$ cat src/rtl/sys_cmd_pkg.sv
// Shared constants for the command host: frame opcodes, command types, FSM states.
package sys_cmd_pkg;

    // Frame opcodes, one per command type
    localparam logic [7:0] OP_RF_WR  = 8'hAA;
    localparam logic [7:0] OP_RF_RD  = 8'hBB;
    localparam logic [7:0] OP_ALU_AB = 8'hCC;
    localparam logic [7:0] OP_ALU_FN = 8'hDD;

    typedef enum logic [1:0] {
        CmdRfWr  = 2'd0,
        CmdRfRd  = 2'd1,
        CmdAluAb = 2'd2,
        CmdAluFn = 2'd3
    } cmd_type_e;

    localparam logic [1:0] StIdle    = 2'd0;
    localparam logic [1:0] StSend    = 2'd1;
    localparam logic [1:0] StWaitRsp = 2'd2;
    localparam logic [1:0] StDone    = 2'd3;

    // Number of bytes in the outgoing frame
    function automatic logic [2:0] frame_len(input cmd_type_e t);
        case (t)
            CmdRfWr:  frame_len = 3'd3;
            CmdRfRd:  frame_len = 3'd2;
            CmdAluAb: frame_len = 3'd4;
            default:  frame_len = 3'd2;
        endcase
    endfunction

endpackage

$ cat src/rtl/cmd_byte_sel.sv
// Combinational frame-byte lookup: picks the byte at idx_i for the captured command.
module cmd_byte_sel
    import sys_cmd_pkg::*;
#(
    parameter int unsigned DataWidth = 8,
    parameter int unsigned RfAddr    = 4
) (
    input  cmd_type_e            type_i,
    input  logic [RfAddr-1:0]    addr_i,
    input  logic [DataWidth-1:0] a_i,
    input  logic [DataWidth-1:0] b_i,
    input  logic [3:0]           fun_i,
    input  logic [1:0]           idx_i,
    output logic [DataWidth-1:0] byte_o,
    output logic [2:0]           len_o
);

    // Frame byte selection; out-of-range indices give zero
    always_comb begin
        byte_o = '0;
        len_o  = frame_len(type_i);
        case (type_i)
            CmdRfWr: begin
                case (idx_i)
                    2'd0:    byte_o = DataWidth'(OP_RF_WR);
                    2'd1:    byte_o = DataWidth'(addr_i);
                    2'd2:    byte_o = a_i;
                    default: byte_o = '0;
                endcase
            end
            CmdRfRd: begin
                case (idx_i)
                    2'd0:    byte_o = DataWidth'(OP_RF_RD);
                    2'd1:    byte_o = DataWidth'(addr_i);
                    default: byte_o = '0;
                endcase
            end
            CmdAluAb: begin
                case (idx_i)
                    2'd0:    byte_o = DataWidth'(OP_ALU_AB);
                    2'd1:    byte_o = a_i;
                    2'd2:    byte_o = b_i;
                    default: byte_o = DataWidth'(fun_i);
                endcase
            end
            default: begin
                case (idx_i)
                    2'd0:    byte_o = DataWidth'(OP_ALU_FN);
                    2'd1:    byte_o = DataWidth'(fun_i);
                    default: byte_o = '0;
                endcase
            end
        endcase
    end

endmodule

$ cat src/rtl/cmd_host.sv
// Command host: frames a captured command onto the UART TX side and collects the response.
module cmd_host
    import sys_cmd_pkg::*;
#(
    parameter int unsigned DATA_WIDTH  = 8,
    parameter int unsigned RF_ADDR     = 4,
    parameter logic [15:0] TIMEOUT_CYC = 16'd50000
) (
    input  logic                    CLK,
    input  logic                    RST,
    input  logic                    CMD_VALID,
    output logic                    CMD_READY,
    input  logic [1:0]              CMD_TYPE,
    input  logic [RF_ADDR-1:0]      CMD_ADDR,
    input  logic [DATA_WIDTH-1:0]   CMD_DATA_A,
    input  logic [DATA_WIDTH-1:0]   CMD_DATA_B,
    input  logic [3:0]              CMD_FUN,
    output logic [DATA_WIDTH-1:0]   TX_DATA,
    output logic                    TX_VALID,
    input  logic                    TX_READY,
    input  logic [DATA_WIDTH-1:0]   RX_DATA,
    input  logic                    RX_VALID,
    output logic [2*DATA_WIDTH-1:0] RSP_DATA,
    output logic                    RSP_VALID,
    output logic                    RSP_TIMEOUT,
    output logic                    BUSY
);

    logic [1:0]              state_q, state_d;
    cmd_type_e               type_q, type_d;
    logic [RF_ADDR-1:0]      addr_q, addr_d;
    logic [DATA_WIDTH-1:0]   a_q, a_d;
    logic [DATA_WIDTH-1:0]   b_q, b_d;
    logic [3:0]              fun_q, fun_d;
    logic [1:0]              idx_q, idx_d;
    logic                    rx_cnt_q, rx_cnt_d;
    logic [15:0]             tmo_q, tmo_d;
    logic [2*DATA_WIDTH-1:0] rsp_data_q, rsp_data_d;
    logic                    rsp_timeout_q, rsp_timeout_d;

    logic [DATA_WIDTH-1:0]   sel_byte;
    logic [2:0]              sel_len;
    logic                    last_byte;

    cmd_byte_sel #(
        .DataWidth (DATA_WIDTH),
        .RfAddr    (RF_ADDR)
    ) u_byte_sel (
        .type_i (type_q),
        .addr_i (addr_q),
        .a_i    (a_q),
        .b_i    (b_q),
        .fun_i  (fun_q),
        .idx_i  (idx_q),
        .byte_o (sel_byte),
        .len_o  (sel_len)
    );

    assign last_byte = ({1'b0, idx_q} == (sel_len - 3'd1));

    // Outputs decoded from state; TX_DATA reads zero outside SEND
    always_comb begin
        CMD_READY   = (state_q == StIdle);
        TX_VALID    = (state_q == StSend);
        TX_DATA     = (state_q == StSend) ? sel_byte : '0;
        RSP_VALID   = (state_q == StDone);
        RSP_DATA    = rsp_data_q;
        RSP_TIMEOUT = rsp_timeout_q;
        BUSY        = (state_q != StIdle);
    end

    // Next-state: command capture, frame sequencing, response collection and timeout
    always_comb begin
        state_d       = state_q;
        type_d        = type_q;
        addr_d        = addr_q;
        a_d           = a_q;
        b_d           = b_q;
        fun_d         = fun_q;
        idx_d         = idx_q;
        rx_cnt_d      = rx_cnt_q;
        tmo_d         = tmo_q;
        rsp_data_d    = rsp_data_q;
        rsp_timeout_d = 1'b0;

        case (state_q)
            StIdle: begin
                if (CMD_VALID) begin
                    type_d     = cmd_type_e'(CMD_TYPE);
                    addr_d     = CMD_ADDR;
                    a_d        = CMD_DATA_A;
                    b_d        = CMD_DATA_B;
                    fun_d      = CMD_FUN;
                    idx_d      = 2'd0;
                    // Clearing here gives type 0 a zero response and type 1 a zero high byte
                    rsp_data_d = '0;
                    state_d    = StSend;
                end
            end
            StSend: begin
                if (TX_READY) begin
                    if (last_byte) begin
                        idx_d    = 2'd0;
                        tmo_d    = '0;
                        rx_cnt_d = 1'b0;
                        state_d  = (type_q == CmdRfWr) ? StDone : StWaitRsp;
                    end else begin
                        idx_d = idx_q + 2'd1;
                    end
                end
            end
            StWaitRsp: begin
                // A byte arriving on the timeout cycle still counts
                if (RX_VALID) begin
                    tmo_d    = '0;
                    rx_cnt_d = 1'b1;
                    if (!rx_cnt_q) begin
                        rsp_data_d[DATA_WIDTH-1:0] = RX_DATA;
                    end else begin
                        rsp_data_d[2*DATA_WIDTH-1:DATA_WIDTH] = RX_DATA;
                    end
                    if (rx_cnt_q || (type_q == CmdRfRd)) begin
                        state_d = StDone;
                    end
                end else if (tmo_q == (TIMEOUT_CYC - 16'd1)) begin
                    rsp_timeout_d = 1'b1;
                    state_d       = StIdle;
                end else begin
                    tmo_d = tmo_q + 16'd1;
                end
            end
            default: begin
                state_d = StIdle;
            end
        endcase
    end

    // State registers with synchronous reset
    always_ff @(posedge CLK) begin
        if (RST) begin
            state_q       <= StIdle;
            type_q        <= CmdRfWr;
            addr_q        <= '0;
            a_q           <= '0;
            b_q           <= '0;
            fun_q         <= '0;
            idx_q         <= '0;
            rx_cnt_q      <= 1'b0;
            tmo_q         <= '0;
            rsp_data_q    <= '0;
            rsp_timeout_q <= 1'b0;
        end else begin
            state_q       <= state_d;
            type_q        <= type_d;
            addr_q        <= addr_d;
            a_q           <= a_d;
            b_q           <= b_d;
            fun_q         <= fun_d;
            idx_q         <= idx_d;
            rx_cnt_q      <= rx_cnt_d;
            tmo_q         <= tmo_d;
            rsp_data_q    <= rsp_data_d;
            rsp_timeout_q <= rsp_timeout_d;
        end
    end

endmodule
$ cat config.mk
export PLATFORM = sky130hd
export DESIGN_NAME = cmd_host
export DESIGN_NICKNAME = d
export VERILOG_FILES = /design/src/rtl/sys_cmd_pkg.sv /design/src/rtl/cmd_byte_sel.sv /design/src/rtl/cmd_host.sv
export SDC_FILE = /design/constraint.sdc
export NUM_CORES = 1
export LEC_CHECK = 0
export BUFFER_PORTS_ARGS = -buffer_cell sky130_fd_sc_hd__buf_2
export CORE_MARGIN = 3
export CORE_UTILIZATION = 35
export CTS_CLUSTER_DIAMETER = 50
export DETAILED_ROUTE_END_ITERATION = 10
export GPL_TIMING_DRIVEN = 0
export SKIP_LAST_GASP = 1
export SLEW_MARGIN = 20
export SYNTH_ARGS = -nofsm -noshare
export SYNTH_HDL_FRONTEND = slang
export SYNTH_HIERARCHICAL = 1
export SYNTH_SLANG_ARGS = --single-unit
$ cat constraint.sdc
create_clock -name CLK -period 2.5 [get_ports CLK]
set_input_delay 0.25 -clock CLK [delete_from_list [all_inputs] [get_ports CLK]]
set_output_delay 0.25 -clock CLK [all_outputs]
set_load 0.01 [all_outputs]
# Yosys cells after proc, flatten, opt, wreduce, memory -nomap -nowiden
# Index checks and enable logic that the tools add are counted.
# totals
regBits	64
output_inout_bits	29
# classes
add_sub_neg	3
eq_ne	18
mux	34
bitwise	1
n_reduce_logical	16
# ops
cell	n
16-bit 2-to-1 mux	6
8-bit one-hot mux with 3 select lines	3
16-bit one-hot mux with 2 select lines	2
8-bit one-hot mux with 2 select lines	2
8-bit 2-to-1 mux	3
2-bit 2-to-1 mux	9
16-bit by 1-bit adder with 16-bit output (second input constant)	1
16-bit equality test (second input constant)	1
4-bit AND reduction	4
3-bit inequality test (second input constant)	3
2-bit equality test (second input constant)	4
2-bit inequality test (second input constant)	4
2-bit nonzero test	4
2-bit by 1-bit equality test with 1-bit output (second input constant)	3
2-bit logical NOT	3
2-bit one-hot mux with 3 select lines	1
3-bit one-hot mux with 2 select lines	1
1-bit 2-to-1 mux	5
5-bit AND reduction	1
2-bit by 1-bit inequality test with 1-bit output (second input constant)	2
2-bit one-hot mux with 2 select lines	1
2-bit by 3-bit equality test with 1-bit output	1
3-bit AND reduction	1
3-bit OR reduction	1
other kinds (6)	6

# Longest topological paths before layout
# depth
depth_word	7
mapped_depth	12
mapped_depth_nobuf	9

# Modules after synthesis
# Netlist, hierarchy kept.
# modules_own_cells
mod	n_inst	cells_each	area_each_um2	seq_area_each_um2
cmd_host	1	337	2854.0	1281.2
cmd_byte_sel	1	75	479.2	0.0

# Least setup slack after synthesis
# Ideal clock, no wire load.
# synth_path
path_kind	register to register
start	reg type_q[0]
end	reg tmo_q[12]
setup_ns	0.059
arrival_time_ns	2.538
required_time_ns	2.441
setup_slack_ns	-0.098
stages_incl_launch_ff	12
n_path_buf	3
period_less_slack_ns	2.598
cell_sequence	dfxtp_1 -> buf_2 -> buf_2 -> nor2_1 -> inv_1 -> ha_1 -> xnor2_1 -> nor4_4 -> or2_2 -> clkbuf_1 -> or4_1 -> nand2_1
# synth_via
elab_chain_cells	6
word_cells_on_any_way	7
classes_between	add/sub (1); eq/ne (3); mux (1); reduce/logical (2)
# synth_lines
element	line_no	text
start, declared	cmd_host.sv:30	cmd_type_e type_q, type_d;
start signal, assigned	cmd_host.sv:142	type_q <= CmdRfWr;
start signal, assigned	cmd_host.sv:154	type_q <= type_d;
2-bit equality test / 2-bit logical NOT (equally long branches)	sys_cmd_pkg.sv:24	case (t)
3-bit one-hot mux with 2 select lines *	sys_cmd_pkg.sv:24	
named net sel_len[0]	cmd_host.sv:42	logic [2:0] sel_len;
3-bit by 1-bit subtractor with 3-bit output *	cmd_host.sv:59	assign last_byte = ({1'b0, idx_q} == (sel_len - 3'd1));
2-bit by 3-bit equality test with 1-bit output *	cmd_host.sv:59	
2-bit by 1-bit inequality test with 1-bit output (no source line) *	n/a	
4-bit AND reduction (no source line) *	n/a	
end signal, assigned	cmd_host.sv:161	tmo_q <= tmo_d;
end, declared	cmd_host.sv:37	logic [15:0] tmo_q, tmo_d;
# The timed path passes the listed nets; every way through them passes the cells marked *.
# A chain may end at the register's enable or synchronous reset.

# Worst setup path after layout
# layout_path
start	reg type_q[1]
end	reg tmo_q[5]
# The elaborated chain is that of the path after synthesis.

==> metrics.md <==
| Metric | Value |
|---|---|
| Worst Clk Skew | 0.0114 ns |
| Antenna Nets Post-Route | 0 |
| Max Cap Violations | 0 |
| Cell count after synthesis | 412 |
| Routed WL | 9.17 mm |
| Crit path time final | 2.36 ns |
| Antenna violations before repair | 0 |
| F_max | 423 MHz |
| Share of cells above drive strength 1 | 0.296 |
| Flops & latches, synth | 64 |
| ANT cells | 0 |
| Leak | 0.00169 uW |
| Layout net count | 546 |
| Root buffer cell | clkbuf_8 |
| Total track usage | 0.168 |
| Setup crit end | tmo_q[5]$_SDFFE_PP0P_ |
| Non-filler cells, final | 636 |
| Worst skew pair latency | 0.35 ns |
| Placer Congestion | 0.887 |
| Final HPWL DP | 6.44 mm |
| H-tree lvl count | 3 |
| Final Util | 0.476 |
| Top Ports | 68 |
| Worst Setup End Kind | flop |
| Critical path arrival | 2.66 ns |
| Vias per inst | 5.04 |
| Clock transition at the registers of the reported paths | 0.08 ns |
| WP data required | 2.80 ns |
| Crit share post-route | 0.945 |
| Distinct cells, synth | 62 |
| Vias in the first global route | 3,043 |
| Num rows | 34 |
| Syn_nets | 453 |
| Die width | 104 um |
| Dominant synthesized flop cell | dfxtp_1 |
| Cells after DPL | 604 |
| Initial Utilization | 0.371 |
| Worst setup SP type | flop |
| Wire length per cell | 14.4 um |
| CTS tree | built |
| Slew margin rel. | 0.582 |
| Cells on worst reg2reg path | 11 |
| YS warnings | 6 |
| Asr flop ratio synth | 0 |
| TritonCTS sink count | 64 |
| Setup CP Type | flop to flop |
| Max Root-Sink Buffers | 2 |
| Worst r2r dst | tmo_q[5]$_SDFFE_PP0P_ |
| Pre-antenna DRT Iters | 4 |
| Status | finished, final reports clean |
| Vias | 3,207 |
| Die height | 104 um |
| Worst R2R Start | type_q[1]$_SDFFE_PP0P_ |
| RSZ-0062 raised after global routing | yes |
| Worst slew pin tran | 0.627 ns |
| Worst Setup SP | type_q[1]$_SDFFE_PP0P_ |
| Pin count of the biggest net entering global routing | 12 |
| Port Buffers | 66 |
| CTS Hold Bufs | 0 |
| Critical path peak fanout | 5 |
| DIE AREA | 10,700 um^2 |
| DRC violations left | 0 |
| Final Setup Violations | 0 |
| Worst-case vdd ir drop | 0.345 mV |
| First-pass GRT wire length | 14.9 mm |
| Area delta synth->final | 28.2% |
| Initial DRC count | 143 |
| Synth Cell Area | 3330 um^2 |
| Max Transition Viols Final | 0 |
| Power per cell area | 586 nW/um^2 |
| EDFF count, synth | 0 |
| Worst R2R Setup Slack | 0.14 ns |
| Hold WC Path Type | primary input to flop |
| Grt total ovfl | 0 |
| Sequential share of the synthesized area | 0.384 |
| Core region area | 8980 um^2 |
| Final hold vios | 0 |
| CTS buffer count | 9 |
| Mean Syn Cell Area | 8.09 um^2 |
-- synth_stat cells (2+ instances only) --
cell type | instances | area share
a21oi_2 | 7 | 0.018
o32ai_1 | 2 | 0.0053
o22ai_1 | 2 | 0.0038
nand2b_1 | 6 | 0.011
a22oi_1 | 2 | 0.0045
buf_2 | 6 | 0.0090
xnor2_1 | 2 | 0.0053
nor3_1 | 4 | 0.0060
nand2_1 | 66 | 0.074
nor2b_1 | 7 | 0.013
buf_4 | 2 | 0.0045
a21oi_1 | 47 | 0.071
ha_1 | 2 | 0.0075
o211ai_1 | 3 | 0.0068
nand4_1 | 3 | 0.0056
o21ai_0 | 10 | 0.015
nor2_1 | 36 | 0.041
dfxtp_1 | 64 | 0.38
a21o_1 | 2 | 0.0045
nand3b_1 | 2 | 0.0045
inv_1 | 10 | 0.011
or4_1 | 11 | 0.025
nor2b_2 | 2 | 0.0053
buf_6 | 3 | 0.010
nand3_1 | 9 | 0.014
clkbuf_1 | 16 | 0.018
o31ai_1 | 6 | 0.014
mux2i_1 | 20 | 0.060
or2_2 | 3 | 0.0056
or3_1 | 5 | 0.0094
and2_1 | 17 | 0.032
o21ai_2 | 4 | 0.011
nor3b_1 | 2 | 0.0045
-- cell families after synthesis --
family	share of synthesized area
buf+inv	0.0634
flops	0.384
xor+xnor	0.00788
fa+ha+maj	0.00751
simple gates	0.278
mux	0.0601
compound gates	0.199
-- layout by cell type, fill, tap and decap left out, drive strengths merged, types with 2 or more instances in the layout --
cell	n
a21boi	2
a21o	2
a21oi	54
a22oi	2
and2	17
buf	95
bufinv	2
clkbuf	27
clkinvlp	2
dfxtp	64
ha	2
inv	10
mux2i	20
nand2	67
nand2b	6
nand3	10
nand3b	2
nand4	3
nor2	36
nor2b	9
nor3	4
nor3b	3
nor4	2
o211ai	3
o21ai	15
o22ai	3
o31ai	6
o32ai	2
or2	3
or3	5
or4	12
xnor2	2
-- how the worst min path moves through the flow --
stage,from,to,slack [ns],cells after the start
finish,CMD_FUN[1],fun_q[1]$_SDFFE_PP0P_,0.13,3
global route,CMD_FUN[1],fun_q[1]$_SDFFE_PP0P_,0.14,3
CTS,CMD_DATA_A[2],a_q[2]$_SDFFE_PP0P_,0.12,3
detailed placement,addr_q[0]$_SDFFE_PP0P_,addr_q[0]$_SDFFE_PP0P_,0.44,2
global placement,addr_q[0]$_SDFFE_PP0P_,addr_q[0]$_SDFFE_PP0P_,0.44,2
floorplan,CMD_ADDR[0],addr_q[0]$_SDFFE_PP0P_,0.39,2
-- repair_timing --
item,4_1_cts,5_1_grt
gates resized for setup,15,14
pin swaps,3,12
setup buffers,4,14
hold endpoints to repair,0,0
endpoints found under the setup margin,15,15
cloned,0,1
-- metal layers --
layer  vias up  wire [um]  track usage  part of all wire
met5         -          0            0                 0
met4         0        115       0.0389             0.013
li1       1628          -            -                 -
met2        90       4310        0.271              0.47
met3        13        616       0.0628             0.067
met1      1476       4130        0.215              0.45
-- worst max-delay path: stages (launching register included) --
cell and delay, ns:
dfxtp_4 0.36, buf_4 0.13, nor2b_4 0.13, inv_2 0.04, inv_2 0.03, ha_4 0.17
xor2_4 0.16, nor4_4 0.38, o22ai_2 0.16, buf_6 0.15, or4_4 0.47, a21oi_2 0.12
-- final cells by class --
cell class | instances | area [um^2]
Clock buffer | 11 | 141
Inverter | 10 | 37.5
Multi-Input combinational cell | 309 | 1920
Clock inverter | 5 | 80.1
Buffer | 26 | 174
Fill cell | 898 | 4700
Sequential cell | 64 | 1290
Tap cell | 126 | 158
Timing Repair Buffer | 85 | 470
-- registers in the layout, indices dropped and copies added (netlist names) --
name         count
idx_q            2
state_q          2
a_q              8
addr_q           4
RSP_TIMEOUT      1
b_q              8
rx_cnt_q         1
RSP_DATA        16
type_q           2
fun_q            4
tmo_q           16
-- power breakdown --
group,total [uW],internal (uW),switching [uW]
clock,996,587,409
sequential,1080,1050,28.0
combinational,427,188,239
total,2500,1830,676
-- metrics by stage --
step	TNS, ns	worst slack, ns	power, uW	hold slack [ns]	cell area [um^2]
final	0	0.137	2500	0.134	4270
after global routing	-0.0310	-0.0158	2620	0.135	4270
after CTS	0	0.0112	2500	0.124	4130
after detailed placement	-3.35	-0.339	1480	0.443	3830
after global placement	-2.99	-0.308	1480	0.440	3830
after floorplan	0	0.000896	1360	0.386	3340
Power figures use the tool's default switching activity.
